<file path="src/rtl/ctrl_pkg.sv">
// ctrl_pkg: shared types and encodings for the multicycle control unit
package ctrl_pkg;
   typedef enum logic [3:0] {
      S_RESET, S_FETCH, S_DECODE, S_EXEC_R, S_EXEC_I, S_EXEC_ADDR, S_EXEC_BR, S_EXEC_LUI,
      S_EXEC_JAL, S_MEM_RD, S_MEM_WR, S_WB_ALU, S_WB_MEM, S_BR_TAKE, S_TRAP
   } state_t;
   typedef enum logic [2:0] {C_ILL, C_R, C_I, C_LD, C_SD, C_BR, C_LUI, C_JAL} cls_t;
   localparam logic [2:0] ALU_ADD = 3'b001;
   localparam logic [2:0] ALU_SUB = 3'b010;
   localparam logic [2:0] ALU_AND = 3'b011;
   localparam logic [2:0] ALU_OR  = 3'b100;
   localparam logic [2:0] ALU_SLT = 3'b101;
   localparam logic [1:0] SA_PC    = 2'b00;
   localparam logic [1:0] SA_REGA  = 2'b01;
   localparam logic [1:0] SA_ZERO  = 2'b10;
   localparam logic [1:0] SA_PCOLD = 2'b11;
   localparam logic [1:0] SB_REGB = 2'b00;
   localparam logic [1:0] SB_FOUR = 2'b01;
   localparam logic [1:0] SB_IMM  = 2'b10;
   localparam logic [1:0] SB_IMM2 = 2'b11;
   localparam logic [1:0] SD_ALU = 2'b00;
   localparam logic [1:0] SD_MDR = 2'b01;
   localparam logic [1:0] SD_PC  = 2'b10;
   localparam logic [6:0] OP_R   = 7'b0110011;
   localparam logic [6:0] OP_I   = 7'b0010011;
   localparam logic [6:0] OP_LD  = 7'b0000011;
   localparam logic [6:0] OP_SD  = 7'b0100011;
   localparam logic [6:0] OP_BR  = 7'b1100011;
   localparam logic [6:0] OP_LUI = 7'b0110111;
   localparam logic [6:0] OP_JAL = 7'b1101111;
   localparam logic [2:0] F3_ADD = 3'b000;
   localparam logic [2:0] F3_SLT = 3'b010;
   localparam logic [2:0] F3_D   = 3'b011;
   localparam logic [2:0] F3_OR  = 3'b110;
   localparam logic [2:0] F3_AND = 3'b111;
endpackage

</file>
<file path="src/rtl/ctrl_decode.sv">
// ctrl_decode: classifies instr into class, alu_op, illegal flag and branch condition
//   instr in 32 | cls out 3 (cls_t) | alu_op out 3 | illegal out 1 | br_lt/br_inv out 1
module ctrl_decode
   import ctrl_pkg::*;
(
   input  logic [31:0] instr,
   output logic [2:0]  cls,
   output logic [2:0]  alu_op,
   output logic        illegal,
   output logic        br_lt,
   output logic        br_inv
);
   logic [6:0] op;
   logic [2:0] f3;
   logic [3:0] rsel;
   logic [2:0] r_op;
   logic       unused_bits;
   assign op = instr[6:0];
   assign f3 = instr[14:12];
   assign rsel = {instr[30], f3};
   assign unused_bits = ^{instr[31], instr[29:15], instr[11:7]};
   // only bit 1 of funct3 separates beq/bne/blt/bge from the unused encodings
   assign cls = (op == OP_R) ? C_R :
                (op == OP_I && f3 == F3_ADD) ? C_I :
                (op == OP_LD && f3 == F3_D) ? C_LD :
                (op == OP_SD && f3 == F3_D) ? C_SD :
                (op == OP_BR && !f3[1]) ? C_BR :
                (op == OP_LUI) ? C_LUI :
                (op == OP_JAL) ? C_JAL : C_ILL;
   assign r_op = (rsel == {1'b0, F3_ADD}) ? ALU_ADD :
                 (rsel == {1'b1, F3_ADD}) ? ALU_SUB :
                 (rsel == {1'b0, F3_AND}) ? ALU_AND :
                 (rsel == {1'b0, F3_OR})  ? ALU_OR  :
                 (rsel == {1'b0, F3_SLT}) ? ALU_SLT : 3'b000;
   assign alu_op = (cls == C_R) ? r_op : (cls == C_BR) ? ALU_SUB : ALU_ADD;
   assign illegal = (cls == C_ILL) || (cls == C_R && r_op == 3'b000);
   // funct3[2] picks lt vs zero, funct3[0] inverts (bne/bge)
   assign br_lt = f3[2];
   assign br_inv = f3[0];
endmodule

</file>
<file path="src/rtl/multicycle_ctrl.sv">
// multicycle_ctrl: fetch/decode/execute/memory/write-back sequencer with handshake timeout and traps
//   CLK, RST (async, active-high) | instr 32, alu_zero, alu_lt, imem_ready, dmem_ready in
//   imem_req, dmem_req, dmem_we, load_ir, write_pc, wr_alu_out, wr_data_mem_reg, wr_bank_reg,
//   reset_wire, alu_op 3, sel_mux_a/b/data 2, illegal, fault (sticky), state_o 4 out
module multicycle_ctrl
   import ctrl_pkg::*;
#(
   parameter int RESET_CYCLES = 2,
   parameter int MEM_TIMEOUT  = 15,
   parameter int CNT_W = $clog2(((RESET_CYCLES > MEM_TIMEOUT) ? RESET_CYCLES : MEM_TIMEOUT) + 1)
) (
   input  logic        CLK,
   input  logic        RST,
   input  logic [31:0] instr,
   input  logic        alu_zero,
   input  logic        alu_lt,
   input  logic        imem_ready,
   input  logic        dmem_ready,
   output logic        imem_req,
   output logic        dmem_req,
   output logic        dmem_we,
   output logic        load_ir,
   output logic        write_pc,
   output logic        wr_alu_out,
   output logic        wr_data_mem_reg,
   output logic        wr_bank_reg,
   output logic        reset_wire,
   output logic [2:0]  alu_op,
   output logic [1:0]  sel_mux_a,
   output logic [1:0]  sel_mux_b,
   output logic [1:0]  sel_mux_data,
   output logic        illegal,
   output logic        fault,
   output logic [3:0]  state_o
);
   localparam logic [CNT_W-1:0] RST_LAST = CNT_W'(RESET_CYCLES - 1);
   localparam logic [CNT_W-1:0] TMO = CNT_W'(MEM_TIMEOUT);
   state_t state, state_n;
   logic [CNT_W-1:0] cnt, cnt_n, cnt_inc;
   logic [2:0] cls, dec_op;
   logic dec_ill, br_lt, br_inv, taken, tmo, set_ill, set_flt;
   ctrl_decode u_dec (
      .instr(instr), .cls(cls), .alu_op(dec_op), .illegal(dec_ill), .br_lt(br_lt), .br_inv(br_inv)
   );
   assign taken = (br_lt ? alu_lt : alu_zero) ^ br_inv;
   assign tmo = (MEM_TIMEOUT != 0) && (cnt == TMO);
   // saturating so a disabled timeout never wraps
   assign cnt_inc = (&cnt) ? cnt : cnt + 1'b1;
   assign state_o = state;
   always_ff @(posedge CLK or posedge RST)
      if (RST) begin
         state <= S_RESET;
         cnt <= '0;
         illegal <= 1'b0;
         fault <= 1'b0;
      end else begin
         state <= state_n;
         cnt <= cnt_n;
         illegal <= illegal | set_ill;
         fault <= fault | set_flt;
      end
   always_comb begin
      state_n = state;
      set_ill = 1'b0;
      set_flt = 1'b0;
      imem_req = 1'b0;
      dmem_req = 1'b0;
      dmem_we = 1'b0;
      load_ir = 1'b0;
      write_pc = 1'b0;
      wr_alu_out = 1'b0;
      wr_data_mem_reg = 1'b0;
      wr_bank_reg = 1'b0;
      reset_wire = 1'b0;
      alu_op = ALU_ADD;
      sel_mux_a = SA_PC;
      sel_mux_b = SB_REGB;
      sel_mux_data = SD_ALU;
      case (state)
         S_RESET: begin
            reset_wire = 1'b1;
            alu_op = 3'b000;
            state_n = (cnt == RST_LAST) ? S_FETCH : S_RESET;
         end
         S_FETCH: begin
            imem_req = 1'b1;
            sel_mux_b = SB_FOUR;
            load_ir = imem_ready;
            write_pc = imem_ready;
            state_n = imem_ready ? S_DECODE : tmo ? S_TRAP : S_FETCH;
            set_flt = !imem_ready && tmo;
         end
         S_DECODE: begin
            state_n = (cls == C_R) ? S_EXEC_R :
                      (cls == C_I) ? S_EXEC_I :
                      (cls == C_LD || cls == C_SD) ? S_EXEC_ADDR :
                      (cls == C_BR) ? S_EXEC_BR :
                      (cls == C_LUI) ? S_EXEC_LUI :
                      (cls == C_JAL) ? S_EXEC_JAL : S_TRAP;
            set_ill = (cls == C_ILL);
         end
         S_EXEC_R: begin
            sel_mux_a = SA_REGA;
            alu_op = dec_op;
            wr_alu_out = !dec_ill;
            state_n = dec_ill ? S_TRAP : S_WB_ALU;
            set_ill = dec_ill;
         end
         S_EXEC_I, S_EXEC_ADDR: begin
            sel_mux_a = SA_REGA;
            sel_mux_b = SB_IMM;
            wr_alu_out = 1'b1;
            state_n = (state == S_EXEC_I) ? S_WB_ALU : (cls == C_LD) ? S_MEM_RD : S_MEM_WR;
         end
         S_EXEC_LUI: begin
            sel_mux_a = SA_ZERO;
            sel_mux_b = SB_IMM;
            wr_alu_out = 1'b1;
            state_n = S_WB_ALU;
         end
         S_EXEC_BR: begin
            sel_mux_a = SA_REGA;
            alu_op = ALU_SUB;
            state_n = taken ? S_BR_TAKE : S_FETCH;
         end
         S_EXEC_JAL: begin
            sel_mux_data = SD_PC;
            wr_bank_reg = 1'b1;
            state_n = S_BR_TAKE;
         end
         S_BR_TAKE: begin
            sel_mux_a = SA_PCOLD;
            sel_mux_b = SB_IMM2;
            write_pc = 1'b1;
            state_n = S_FETCH;
         end
         S_MEM_RD: begin
            dmem_req = 1'b1;
            wr_data_mem_reg = dmem_ready;
            state_n = dmem_ready ? S_WB_MEM : tmo ? S_TRAP : S_MEM_RD;
            set_flt = !dmem_ready && tmo;
         end
         S_MEM_WR: begin
            dmem_req = 1'b1;
            dmem_we = 1'b1;
            state_n = dmem_ready ? S_FETCH : tmo ? S_TRAP : S_MEM_WR;
            set_flt = !dmem_ready && tmo;
         end
         S_WB_ALU: begin
            wr_bank_reg = 1'b1;
            state_n = S_FETCH;
         end
         S_WB_MEM: begin
            sel_mux_data = SD_MDR;
            wr_bank_reg = 1'b1;
            state_n = S_FETCH;
         end
         default: state_n = S_TRAP;
      endcase
      // staying in RESET or a wait state counts; any transition restarts from zero
      cnt_n = (state_n == state && state != S_TRAP) ? cnt_inc : '0;
   end
endmodule

</file>
<file path="config.mk">
export PLATFORM = sky130hd
export DESIGN_NAME = multicycle_ctrl
export DESIGN_NICKNAME = d
export VERILOG_FILES = /design/src/rtl/ctrl_pkg.sv /design/src/rtl/ctrl_decode.sv /design/src/rtl/multicycle_ctrl.sv
export SDC_FILE = /design/constraint.sdc
export NUM_CORES = 1
export LEC_CHECK = 0
export ABC_CLOCK_PERIOD_IN_PS = 6700
export CORE_MARGIN = 2
export CORE_UTILIZATION = 45
export DETAILED_ROUTE_END_ITERATION = 12
export PLACE_DENSITY = 0.86
export SKIP_CTS_REPAIR_TIMING = 1
export SYNTH_ARGS = -nofsm -noshare
export SYNTH_HDL_FRONTEND = slang
export SYNTH_SLANG_ARGS = --single-unit
</file>
<file path="constraint.sdc">
create_clock -name CLK -period 6.7 [get_ports CLK]
set_input_delay 1.34 -clock CLK [delete_from_list [all_inputs] [get_ports CLK]]
set_output_delay 1.34 -clock CLK [all_outputs]
set_load 0.1 [all_outputs]
</file>
==> results.toml <==
[status]
status = "finished, violations left"
violations = "DRC"

[setup_path]
setup.worst_path.start_class = "primary input"
critPathArrivalTime_ns = 3.98
r2r-start = "state_o[1]"
timing.reg2reg.worst_path_depth = 7
cp_max_fo = 8
ff2ff_setup_slack_ns = 3.91
worstPathRequired_ns = 5.36
startpoint = "instr[13]"
slowest_delay_ns = 1.13
path_cells = "clkdlybuf4s50_1 -> inv_1 -> or4_1 -> nor4b_1 -> and3_1 -> clkdlybuf4s50_1"
critPathCapture = "alu_op[2]"
cpMaxStageDelayCell = "clkdlybuf4s50_1"
regToRegEndpoint = "cnt[2]"
setup.worst_path.class = "primary input to output port"
path_common_cell = "clkdlybuf4s50_1"
worst_setup_path_end_kind = "output port"

[cells_and_area]
drive_gt1_share_pct = 4.484
layout.nets = 265
n_antenna_cell = 0
syn_to_final_growth_pct = 29.01
layout_commonest_cell = "clkdlybuf4s50_1"
fillerInstances = 269
multi_input_area_sq_um = 992.2
seqCellArea_sq_um = 250.2
layout_common_cells = "clkdlybuf4s50_1, nor2_1, nand2_1"

[sta]
slew_viol_final = 0
rsz0062_at_grt = "false"
finalCritPeriodShare_pct = 79.47
worst_pin_slew_ns = 0.9701
finalSetupViolations = 0
final_hold_viol_count = 0
finalSetupTns_ns = 0
max_slew_margin_pct = 35.13
fin_crit_ns = 5.325
fmaxAchievable_mhz = 187.8
finClkSkew_ns = 0.001508

[synthesis]
seq_area_frac_synth_pct = 18.54
yosysUniqueCellTypes = 55
synth.area.top_cells = "dfrtp_1, nor2_1, nand2_1"
ys_seq_elements = 10
synth.largest_area_cell = "dfrtp_1"
ys.flop_type = "dfrtp_1"
syn-cell-area_sq_um = 1350
synth_edf_count = 0
syn-num-nets = 235
avgSynthCellArea_sq_um = 6.923
async_reset_ff_share_pct = 100.0
synth_top_area_share_pct = 18.54
yosysWarnings = 0
synthCells = 195

[route]
ant_nets = 0
vias_per_cell = 6.016
vias = 1528
wl_mm = 3.542
post_drt_wl_per_cell_um = 13.94
first_pass_iters = 8
drt_iter0_drc = 108
drc_errors = 2

[floorplanning]
die_y_um = 58.78
num_io_pins = 62
die_w_um = 58.78
start_util_pct = 48.13
fp.coreArea_sq_um = 2805
dieArea_sq_um = 3455
core.rowCount = 19

[cts]
clockBufferDepth = 2
cts.sinks = 10
cts_made_buffers = 3
root_buffer = "clkbuf_4"
clk_latency_ns = 0.26
htreeDepth = 1
cts_tree = "built"
clk_pin_slew_ns = 0.06

[placement]
place.gp.congestion = 0.8365
hpwl_mm = 2.722
numPortBuffers = 40

[grt]
grt_use_met2_pct = 33.97
grt_util_met3_pct = 2.637
antenna_found_initial = 0
grt_pass1_vias = 1290
grt_pass1_wl_mm = 5.796
grtUsageTotal_pct = 21.16
global_route.overflow_total = 0
grt.busiest_layer = "met2"
met1_usage_pct = 29.85
grt_max_degree = 25

[run]
max_cap_violations = 0

[hold_path]
hold_class = "flop to flop"
[cell families (layout without fill, tap and decap cells)]
group                      count (synthesis)  in the layout  synth area share [%]
DFF                                       10             10                 18.54
xor gates and xnor gates                   4              4                 2.595
muxes                                      4              4                 3.336
adders and majority gates                  2              2                 1.853
buffers and inverters                     27             55                 7.970
and+or+nand+nor                           91             91                 35.77
AOI/OAI and AO/OA                         57             57                 29.94
[state kept, by name, indices dropped and copies added, names as in the netlist]
| register | flops |
|---|---|
| illegal | 1 |
| cnt | 4 |
| fault | 1 |
| state_o | 4 |
[per-layer routing]
| layer | part of all wire (%) | up-vias |
|---|---|---|
| met2 | 48 | 63 |
| met5 | 0 | - |
| met1 | 45 | 683 |
| li1 | - | 775 |
| met3 | 6.0 | 7 |
| met4 | 1.6 | 0 |
[how the worst min path moves through the flow]
stage	from	endpoint	slack, ns	cells past startpoint
2_1_floorplan	cnt[0]	cnt[0]	0.58	2
3_3_place_gp	fault	fault	0.45	2
3_5_place_dp	fault	fault	0.45	2
4_1_cts	fault	fault	0.47	2
5_1_grt	fault	fault	0.49	2
6_report	fault	fault	0.46	2
[worst max-delay path, delay by kind of cell]
kind          cells  cell delay (ns)
simple gates      3             0.81
buf+inv           3             1.85
[synthesized netlist by cell type (all sizes together) (2+ instances only)]
library cell / count
or2: 2
nor3: 5
o211ai: 3
nor2b: 4
a31oi: 7
mux2i: 3
nand3: 9
inv: 12
nand2: 17
a22oi: 2
clkbuf: 8
nor2: 24
o21ai: 12
dfrtp: 10
a211oi: 2
o221ai: 3
o211a: 2
a311o: 2
nor4: 5
nand2b: 6
nand3b: 4
xnor2: 4
nand4bb: 2
a21oi: 9
and3: 2
ha: 2
o21a: 2
nor3b: 3
buf: 7
[layout make-up]
class / instances / share of cell area [%]
clock buffer: 3 / 1.293
inverter: 12 / 2.586
multi-input combinational: 158 / 56.97
sequential: 10 / 14.37
tap: 31 / 2.227
timing repair buffer: 40 / 22.56
[stage by stage]
stage          hold slack (ns)  setup slack (ns)  instances  instance area, sq um  util [%]
2_1_floorplan           0.5779             1.624        195                  1350         -
3_3_place_gp            0.4485             1.381        251                  1719     61.28
3_5_place_dp            0.4532             1.378        251                  1719     61.28
4_1_cts                 0.4671             1.366        254                  1742     62.09
5_1_grt                 0.4892             1.275        254                  1742     62.09
6_report                0.4589             1.375        254                  1742     62.09
Power is not shown: default switching activity piles up to over one toggle a cycle in this logic, so the estimate is an artifact.
